**src/rtl/mem_access_ctrl.sv**
```systemverilog
// Load/store sequencer between the core and the data memory port.
// Decodes the IR, checks alignment, shapes store data/masks and extends load results.
module mem_access_ctrl #(
  parameter int unsigned TIMEOUT  = 15,
  parameter int unsigned TO_WIDTH = 4
) (
  input  logic        clock_i,
  input  logic        reset_i,
  input  logic        start_i,
  input  logic [31:0] ir_i,
  input  logic [31:0] addr_i,
  input  logic [31:0] wdata_i,
  output logic        busy_o,
  output logic        done_o,
  output logic        fault_o,
  output logic [31:0] rdata_out_o,
  output logic        mem_req_o,
  output logic        mem_we_o,
  output logic [31:0] mem_addr_o,
  output logic [31:0] mem_wrbits_o,
  output logic [31:0] mem_wdata_o,
  input  logic [31:0] mem_rdata_i,
  input  logic        mem_ack_i
);

  typedef enum logic [1:0] {StIdle, StAccess, StDone, StFault} state_e;

  localparam logic [TO_WIDTH-1:0] CntMax = TO_WIDTH'(TIMEOUT - 1);

  state_e              state_q;
  logic [TO_WIDTH-1:0] cnt_q;
  logic [2:0]          f3_q;
  logic [1:0]          off_q;
  logic                we_q;
  logic [31:0]         addr_q, wrbits_q, wdata_q, rdata_q;

  logic [6:0]  opcode;
  logic [2:0]  funct3;
  logic        is_store, is_load, f3_ok, misaligned, dec_ok;
  logic [31:0] wrmask, wrep, ld_val;
  logic [7:0]  ld_byte;
  logic [15:0] ld_half;

  logic unused_ir;
  assign unused_ir = ^{ir_i[31:15], ir_i[11:7]};

  // Decode works on the live inputs so a fault is known at the start edge.
  always_comb begin
    opcode     = ir_i[6:0];
    funct3     = ir_i[14:12];
    is_store   = (opcode == 7'b0100011);
    is_load    = (opcode == 7'b0000011);
    f3_ok      = is_store ? (funct3 inside {3'b000, 3'b001, 3'b010})
                          : (funct3 inside {3'b000, 3'b001, 3'b010, 3'b100, 3'b101});
    misaligned = ((funct3[1:0] == 2'b01) && addr_i[0]) ||
                 ((funct3[1:0] == 2'b10) && (addr_i[1:0] != 2'b00));
    dec_ok     = (is_store || is_load) && f3_ok && !misaligned;
    case (funct3[1:0])
      2'b00: begin
        wrmask = 32'h0000_00FF << {addr_i[1:0], 3'b000};
        wrep   = {4{wdata_i[7:0]}};
      end
      2'b01: begin
        wrmask = 32'h0000_FFFF << {addr_i[1], 4'b0000};
        wrep   = {2{wdata_i[15:0]}};
      end
      default: begin
        wrmask = 32'hFFFF_FFFF;
        wrep   = wdata_i;
      end
    endcase
  end

  always_comb begin
    ld_byte = 8'(mem_rdata_i >> {off_q, 3'b000});
    ld_half = 16'(mem_rdata_i >> {off_q[1], 4'b0000});
    case (f3_q)
      3'b000:  ld_val = {{24{ld_byte[7]}}, ld_byte};
      3'b001:  ld_val = {{16{ld_half[15]}}, ld_half};
      3'b100:  ld_val = {24'h0, ld_byte};
      3'b101:  ld_val = {16'h0, ld_half};
      default: ld_val = mem_rdata_i;
    endcase
  end

  always_ff @(posedge clock_i or posedge reset_i) begin
    if (reset_i) begin
      state_q  <= StIdle;
      cnt_q    <= '0;
      f3_q     <= '0;
      off_q    <= '0;
      we_q     <= 1'b0;
      addr_q   <= '0;
      wrbits_q <= '0;
      wdata_q  <= '0;
      rdata_q  <= '0;
    end else begin
      unique case (state_q)
        StIdle: begin
          if (start_i) begin
            f3_q  <= funct3;
            off_q <= addr_i[1:0];
            cnt_q <= '0;
            if (dec_ok) begin
              state_q  <= StAccess;
              we_q     <= is_store;
              addr_q   <= {addr_i[31:2], 2'b00};
              wrbits_q <= is_store ? wrmask : 32'h0;
              wdata_q  <= wrep;
            end else begin
              state_q <= StFault;
            end
          end
        end
        StAccess: begin
          if (mem_ack_i) begin
            state_q <= StDone;
            if (!we_q) rdata_q <= ld_val;
          end else if (cnt_q == CntMax) begin
            state_q <= StFault;
          end else begin
            cnt_q <= cnt_q + 1'b1;
          end
        end
        StDone:  state_q <= StIdle;
        StFault: state_q <= StIdle;
        default: state_q <= StIdle;
      endcase
    end
  end

  assign busy_o       = (state_q != StIdle);
  assign done_o       = (state_q == StDone) || (state_q == StFault);
  assign fault_o      = (state_q == StFault);
  assign mem_req_o    = (state_q == StAccess);
  assign mem_we_o     = we_q;
  assign mem_addr_o   = addr_q;
  assign mem_wrbits_o = wrbits_q;
  assign mem_wdata_o  = wdata_q;
  assign rdata_out_o  = rdata_q;

endmodule
```
**config.mk**
```make
export PLATFORM = sky130hd
export DESIGN_NAME = mem_access_ctrl
export DESIGN_NICKNAME = d
export VERILOG_FILES = /design/src/rtl/mem_access_ctrl.sv
export SDC_FILE = /design/constraint.sdc
export NUM_CORES = 1
export LEC_CHECK = 0
export CORE_ASPECT_RATIO = 1.1
export CORE_MARGIN = 4
export CORE_UTILIZATION = 44
export DETAILED_ROUTE_END_ITERATION = 12
export HOLD_SLACK_MARGIN = 0.03
export PLACE_DENSITY = 0.93
export SETUP_SLACK_MARGIN = 0.02
export SLEW_MARGIN = 20
export SYNTH_ARGS = -nofsm -noshare
export SYNTH_HDL_FRONTEND = slang
export SYNTH_SLANG_ARGS = --single-unit
```
**constraint.sdc**
```tcl
create_clock -name clock_i -period 7.6 [get_ports clock_i]
set_input_delay 1.14 -clock clock_i [delete_from_list [all_inputs] [get_ports clock_i]]
set_output_delay 1.14 -clock clock_i [all_outputs]
set_load 0.02 [all_outputs]
```
# ---- Word level (Yosys, flattened, before mapping)
# Index checks and enable logic that the tools add are counted.
dict set report word_totals {
  reg_bits 138
  inputBits 132
  out_inout_bits 133
  word_cells 71
}
dict set report classes {
  add_sub_neg 1
  n_eq_ne 19
  shifts 4
  muxes 14
  n_bitwise 1
  n_reduce_logical 23
}
# op n
set op_table {}
lappend op_table {{$pmux W32 S2} 2}
lappend op_table {{$pmux W32 S4} 1}
lappend op_table {{$mux W32} 1}
lappend op_table {{$shl A16 B5 Y32 const A} 1}
lappend op_table {{$shl A8 B5 Y32 const A} 1}
lappend op_table {{$shr A32 B5 Y16} 1}
lappend op_table {{$shr A32 B5 Y8} 1}
lappend op_table {{$eq A3 B3 Y1 const B} 4}
lappend op_table {{$mux W4} 3}
lappend op_table {{$mux W2} 4}
lappend op_table {{$pmux W4 S2} 1}
lappend op_table {{$eq A7 B2 Y1 const B} 1}
lappend op_table {{$eq A7 B6 Y1 const B} 1}
lappend op_table {{$eq A2 B2 Y1 const B} 3}
lappend op_table {{$eq A3 B1 Y1 const B} 2}
lappend op_table {{$logic_not A3 Y1} 2}
lappend op_table {{$ne A2 B2 Y1 const B} 3}
lappend op_table {{$pmux W2 S3} 1}
lappend op_table {{$reduce_and A3 Y1} 2}
lappend op_table {{$reduce_bool A2 Y1} 3}
lappend op_table {{$reduce_bool A5 Y1} 1}
lappend op_table {{$add A4 B1 Y4 const B} 1}
lappend op_table {{$eq A2 B1 Y1 const B} 2}
lappend op_table {{$eq A4 B4 Y1 const B} 1}
lappend op_table {{12 further kinds} 19}

# ---- Longest topological paths before layout
# Gate-level depths: netlist of run 1.
dict set report logic_depth {
  word_depth 8
  ltp_mapped 7
  ltp_nobuf 6
}

# ---- Least setup slack after synthesis of run 1
# OpenSTA, ideal clock, no wires.
dict set report synth_timing {
  path_kind {in2reg}
  startpoint {input port ir_i[12]}
  endpoint {register addr_q[10], in the netlist mem_addr_o[10]}
  setup_time_ns 0.127
  arrival_time_ns 2.604
  t_required_ns 7.473
  slack_ns 4.868
  stages 7
  path_buffers 3
  path_cell_list {buf_2 > nor4_2 > o211ai_1 > a211oi_2 > buf_6 > buf_6 > mux2_1}
}
dict set report synth_between {
  elab_chain_cells 6
  word_cells_on_any_way 17
  cone_classes {6 x eq/ne; 1 x mux; 10 x reduce/logical}
}
# item line
set synth_lines {}
lappend synth_lines {{start: declaration} 10} ;# input logic [31:0] ir_i,
lappend synth_lines {{$eq A3 B1 Y1 (tied with other cells)} {53, 54}}
lappend synth_lines {{$reduce_bool A5 Y1 (tied with other cells)} 54} ;# : (funct3 inside {3'b000, 3'b001, 3'b010, 3'b100, 3'b101});
lappend synth_lines {{$mux W1 or $logic_or A1 B1 Y1 (tied branches)} {53, 55}}
lappend synth_lines {{$logic_and A1 B1 Y1 or $logic_not A1 Y1 (tied branches)} 57} ;# dec_ok = (is_store || is_load) && f3_ok && !misaligned;
lappend synth_lines {{$logic_and A1 B1 Y1 *} 57}
lappend synth_lines {{$reduce_and A3 Y1 (no source line) *} n/a}
lappend synth_lines {{end signal: assignment} 107} ;# addr_q <= {addr_i[31:2], 2'b00};
lappend synth_lines {{end: declaration} 35} ;# logic [31:0] addr_q, wrbits_q, wdata_q, rdata_q;
# Mark *: on every way between the ends. The rest lies on a longest branch, timed or not.
# A chain may end at the register's enable or synchronous reset.

# ---- Worst setup path after layout of run 1
dict set report layout_timing {
  startpoint {input port ir_i[12]}
  endpoint {register addr_q[13], in the netlist mem_addr_o[13]}
}
# Same word-level chain as after synthesis.

==> results of run 1 <==
[cell usage after synthesis, types with 2 or more instances]
cell type / number
a211oi_1: 2
a211oi_2: 2
buf_6: 4
nor2b_1: 3
o21ai_0: 19
nor2_1: 14
and2_1: 3
xor2_1: 2
mux2i_1: 16
clkbuf_1: 20
and3_1: 2
o31ai_1: 7
mux4_2: 2
or3_1: 7
a22o_1: 2
buf_4: 33
inv_1: 12
mux2_1: 28
ha_1: 2
dfrtp_1: 110
mux2_2: 50
o22ai_1: 4
a22oi_1: 8
a21oi_1: 13
buf_2: 3
nand2b_1: 8
nand3_1: 38
nand2_1: 59
a311oi_1: 7
[layer usage]
metal,up-vias,wire [um],GRT usage
li1,2086,-,-
met1,2228,5880,0.257
met2,232,8210,0.398
met3,35,1580,0.0690
met4,0,467,0.0853
met5,-,0,0
[cell usage in the layout (no fill, tap or decap), types with 8 or more instances in the layout]
cell             Yosys  final
nor2_1              14     14
a22oi_1              8      8
nand2_1             59     59
a21oi_1             13     13
dfrtp_1            110    110
clkbuf_16            0      9
clkdlybuf4s50_1      0    240
mux2i_1             16     16
o21ai_0             19     19
inv_1               12     11
mux2_2              50     50
nand3_1             38     38
mux2_1              28     28
nand2b_1             8      8
[worst max-delay path, delay by kind of cell]
kind,cells,cell delay [ns]
buffers and inverters,2,1.32
AO/OA/AOI/OAI,2,0.48
AND/OR/NAND/NOR,1,0.39
multiplexers,1,0.39
[logic make-up (layout without fill, tap and decap cells)]
group	count (synthesis)	after routing	share of synthesized area
other cells	1	2	0.000692
fa+ha+maj	2	2	0.00462
mux	96	96	0.200
buf+inv	73	272	0.0796
compound gates	67	67	0.0810
flops	110	110	0.508
simple gates	141	141	0.123
xor+xnor	2	2	0.00323
[power by group]
part	switching, mW	total [mW]	internal, mW
combinational	0.356	0.694	0.338
sequential	0.110	0.790	0.680
clock	0.205	0.534	0.329
total	0.671	2.02	1.35
[flip-flops by register name (all words and copies together) (netlist names)]
register,cells
cnt_q,4
f3_q,3
mem_addr_o,30
mem_wdata_o,32
mem_we_o,1
mem_wrbits_o,4
off_q,2
rdata_out_o,32
state_q,2
[stage by stage]
stage	util	hold WS, ns
after global routing	0.667	0.508
final	0.667	0.485
after global placement	0.638	0.462
after detailed placement	0.638	0.471
after floorplan	-	0.470
after CTS	0.666	0.486
[how the worst min path moves through the flow]
stage	depth (start not counted)	end	startpoint
after global placement	2	rdata_out_o[3]	rdata_out_o[3]
after CTS	2	rdata_out_o[3]	rdata_out_o[3]
after floorplan	2	f3_q[2]	f3_q[2]
final	2	rdata_out_o[3]	rdata_out_o[3]
after detailed placement	2	rdata_out_o[3]	rdata_out_o[3]
after global routing	1	mem_addr_o[7]	mem_addr_o[7]
[area by class of cell]
type / instances / area, um2 / area share
tap: 154 / 193 / 0.0240
inverter: 12 / 47.5 / 0.00593
multi-input combinational: 310 / 2250 / 0.281
clock inverter: 4 / 95.1 / 0.0119
timing repair buffer: 245 / 2440 / 0.304
sequential: 110 / 2750 / 0.343
clock buffer: 11 / 243 / 0.0303
==> reports/metrics.csv, run 1 <==
metric,value,unit
avgViaCountPerCell,5.41,
period_minus_slack,3.55,ns
crit_end,mem_addr_o[13],
finalSetupViolations,0,
clock_latency,0.34,ns
via_count,4581,
fillers,913,
fin_crit_sh,0.467,
fin_worst_skew,0.00630,ns
overflow,0,
portBuffers,240,
critical_path.startpoint,ir_i[12],
syn_avg_cell_area,11.0,um2
critPathLaunchType,input pin,
synth_edf_count,0,
worstPathArrival,3.76,ns
yosysWarningCount,0,
async_flop_share,1.00,
power_density,252,nW/um2
drc_errors,0,
grt_pass1_vias,4984,
timing.rr.end,rdata_out_o[19],
wirelength,16.1,mm
cts_tree,yes,
ir_drop,0.143,mV
rows,42,
worst_slew_pin_slew,0.929,ns
worst_path_max_delay_cell,clkdlybuf4s50_1,
grt_use_total,0.227,
ys_top_cells_by_area,"dfrtp_1 (51%), mux2_2 (10%), mux2_1 (5.8%), buf_4 (4.6%), nand2_1 (4.1%)",
drive_above_1_share,0.111,
dp.cells,831,
post-synth-top-area-cell,dfrtp_1,
fp.dieW,114,um
dp_hpwl,12.3,mm
die_h,124,um
max_stage_delay,0.82,ns
ant_nets,0,
areaGrowthSynthToFinish,48.0,%
fp.dieArea,14200,um2
fin_ws,4.05,ns
dpl_cell_area,7680,um2
grt_max_degree,72,
synth_cells,492,
r2r-start,state_q[0],
place_ws,3.68,ns
layout.nets,822,
crit_type,input pin to flip-flop,
fmax,281,MHz
ctsRootBufferMaster,clkbuf_16,
cts_inserted_buffers,9,
hold_class,flip-flop to flip-flop,
postCtsSetupRepairBufs,0,
leakagePower,3.64,nW
top_level_ports,265,
report.power.total,2.02,mW
tns,0,ns
post-route-cell-area,8020,um2
antenna_cells,0,
finalNonFillerCells,846,
finalMaxSlewViolations,0,
drt-initial-drc-count,348,
rsz0062_at_grt,false,
hold_violations,0,
worstPathRequired,7.81,ns
post_cts_resize_count,0,
ys_types,41,
start_util,0.451,
cp_max_fo,42,
synthFlopType,dfrtp_1,
postCtsHoldBufs,0,
critPathCaptureType,flip-flop,
netlist_area,5420,um2
status,completed,
max_cap_violations,0,
seq_area_frac_synth,0.508,
synth_top_area_share,0.508,
cts_max_level,3,
routedWlPerCell,19.1,um
grt_pass1_wl,25.8,mm
clkTransAtPathRegs,0.07,ns
dr.pass1.iters,5,
core-area,12000,um2
slew_headroom,0.381,
crit_chain,clkdlybuf4s50_1 > nor4_2 > o211ai_1 > a211oi_4 > buf_4 > mux2_1,
antenna_found_initial,0,
clockBufferDepth,2,
r2r_slack,5.08,ns
synth-seq-cells,110,
cts_num_sinks,110,
reg2reg_depth,4,
place_congestion,0.909,
Power figures use the tool's default switching activity.
==> inputs of run 2 (changes only) <==
Settings changed: CORE_UTILIZATION 44 to 41, PLACE_DENSITY 0.93 to 0.88.
Clock period 7.6 ns to 3.3 ns, I/O delays scaled along.
==> reports/metrics.csv, run 2 (same netlist as run 1, synthesis figures left out) <==
metric,value,unit,change
postCtsSetupRepairBufs,0,,unchanged
finalMaxSlewViolations,0,,unchanged
crit_type,input pin to flip-flop,,unchanged
start_util,0.423,,was 0.451
rsz0062_at_grt,false,,unchanged
layout.nets,827,,was 822
status,completed,,unchanged
cts_max_level,3,,unchanged
top_level_ports,265,,unchanged
grt_use_total,0.215,,was 0.227
cts_tree,yes,,unchanged
portBuffers,240,,unchanged
hold_violations,0,,unchanged
drive_above_1_share,0.119,,was 0.111
leakagePower,3.66,nW,was 3.64 nW
clkTransAtPathRegs,0.07,ns,about the same
path_delay_family,buffers and inverters,,unchanged
antenna_found_initial,1,,was 0
clock_latency,0.34,ns,about the same
critical_path.startpoint,ir_i[0],,was ir_i[12]
cp_max_fo,52,,was 42
worst_slew_pin_slew,0.968,ns,was 0.929 ns
fin_worst_skew,0.0113,ns,was 0.00630 ns
dpl_cell_area,7750,um2,was 7680 um2
timing.rr.end,rdata_out_o[11],,was rdata_out_o[19]
fp.dieArea,15100,um2,was 14200 um2
final_common_cell,clkdlybuf4s50_1,,unchanged
critPathLaunchType,input pin,,unchanged
grt_pass1_vias,4959,,was 4984
grt_max_degree,56,,was 72
tns,0,ns,unchanged
worst_path_max_delay_cell,clkdlybuf4s50_1,,unchanged
r2r_slack,1.07,ns,was 5.08 ns
finalNonFillerCells,855,,was 846
worstPathArrival,2.59,ns,was 3.76 ns
place_congestion,0.898,,was 0.909
routedWlPerCell,19.1,um,about the same
die_h,129,um,was 124 um
antenna_cells,0,,unchanged
rows,43,,was 42
fp.dieW,118,um,was 114 um
finalSetupViolations,0,,unchanged
avgViaCountPerCell,5.36,,was 5.41
via_count,4586,,was 4581
crit_end,mem_addr_o[12],,was mem_addr_o[13]
drc_errors,0,,unchanged
final_cell_mix,"clkdlybuf4s50_1 (240), dfrtp_1 (110), nand2_1 (59)",,unchanged
max_stage_delay,0.44,ns,was 0.82 ns
cp.buffers_inverters,2,,unchanged
fmax,421,MHz,
max_cap_violations,0,,unchanged
areaGrowthSynthToFinish,48.8,%,was 48.0%
overflow,0,,unchanged
cts_inserted_buffers,9,,unchanged
post_cts_resize_count,0,,unchanged
reg2reg_depth,3,,was 4
fin_crit_sh,0.720,,
drt-initial-drc-count,467,,was 348
ctsRootBufferMaster,clkbuf_16,,unchanged
ir_drop,0.282,mV,was 0.143 mV
grt_pass1_wl,26.3,mm,was 25.8 mm
wirelength,16.3,mm,was 16.1 mm
r2r-start,off_q[1],,was state_q[0]
core-area,12800,um2,was 12000 um2
slew_headroom,0.355,,was 0.381
crit_chain,clkdlybuf4s50_1 > nor4bb_1 > o211ai_1 > a211oi_4 > buf_12 > mux2_1,,was clkdlybuf4s50_1 > nor4_2 > o211ai_1 > a211oi_4 > buf_4 > mux2_1
dr.pass1.iters,5,,unchanged
dp_hpwl,12.5,mm,was 12.3 mm
power_density,569,nW/um2,was 252 nW/um2
critPathCaptureType,flip-flop,,unchanged
postCtsHoldBufs,0,,unchanged
post-route-cell-area,8070,um2,was 8020 um2
worstPathRequired,3.51,ns,was 7.81 ns
hold_class,flip-flop to flip-flop,,unchanged
clockBufferDepth,2,,unchanged
ant_nets,0,,unchanged
cp.depth,6,,unchanged
period_minus_slack,2.38,ns,
fillers,1006,,was 913
cts_num_sinks,110,,unchanged
dp.cells,839,,was 831
## run 2: cell type report
class | instances | area, um2 | share of cell area
Clock buffer | 11 | 253 | 0.0313
Clock inverter | 5 | 66.3 | 0.00822
Inverter | 12 | 48.8 | 0.00605
Multi-Input combinational cell | 310 | 2250 | 0.279
Sequential cell | 110 | 2750 | 0.341
Tap cell | 157 | 196 | 0.0243
Timing Repair Buffer | 250 | 2500 | 0.310
## run 2: how the worst min path moves through the flow
stage	cells after the start	endpoint	slack [ns]	start
finish	2	rdata_out_o[5]	0.49	rdata_out_o[5]
CTS	2	rdata_out_o[5]	0.49	rdata_out_o[5]
global route	1	mem_addr_o[11]	0.50	mem_addr_o[11]
global placement	2	rdata_out_o[2]	0.46	rdata_out_o[2]
detailed placement	2	rdata_out_o[5]	0.47	rdata_out_o[5]
floorplan	2	f3_q[2]	0.47	f3_q[2]
## run 2: power breakdown
group	internal, mW	switching, mW
combinational	0.789	0.820
sequential	1.56	0.266
clock	0.639	0.509
total	2.99	1.59
## run 2: layer usage
layer  GRT usage  vias to the layer above  share of wire
met3      0.0822                       26          0.096
met5           0                        -        0.00073
li1            -                     2086              -
met4      0.0717                        2          0.019
met2       0.383                      221           0.50
met1       0.239                     2251           0.38
## run 2: worst min-delay path, delay by kind of cell, from the launching register on
family           cells  cell delay [ns]
flip-flops           1             0.35
AND/OR/NAND/NOR      1             0.05
AO/OA/AOI/OAI        1             0.05
## run 2: per-stage QoR
stage	total power, mW	setup WS (ns)	hold slack [ns]	utilization
after floorplan	2.70	1.21	0.470	-
after global placement	3.40	0.568	0.461	0.605
after detailed placement	3.46	0.558	0.473	0.605
after CTS	4.62	0.909	0.488	0.630
after global routing	4.82	0.852	0.497	0.630
final	4.59	0.924	0.487	0.630
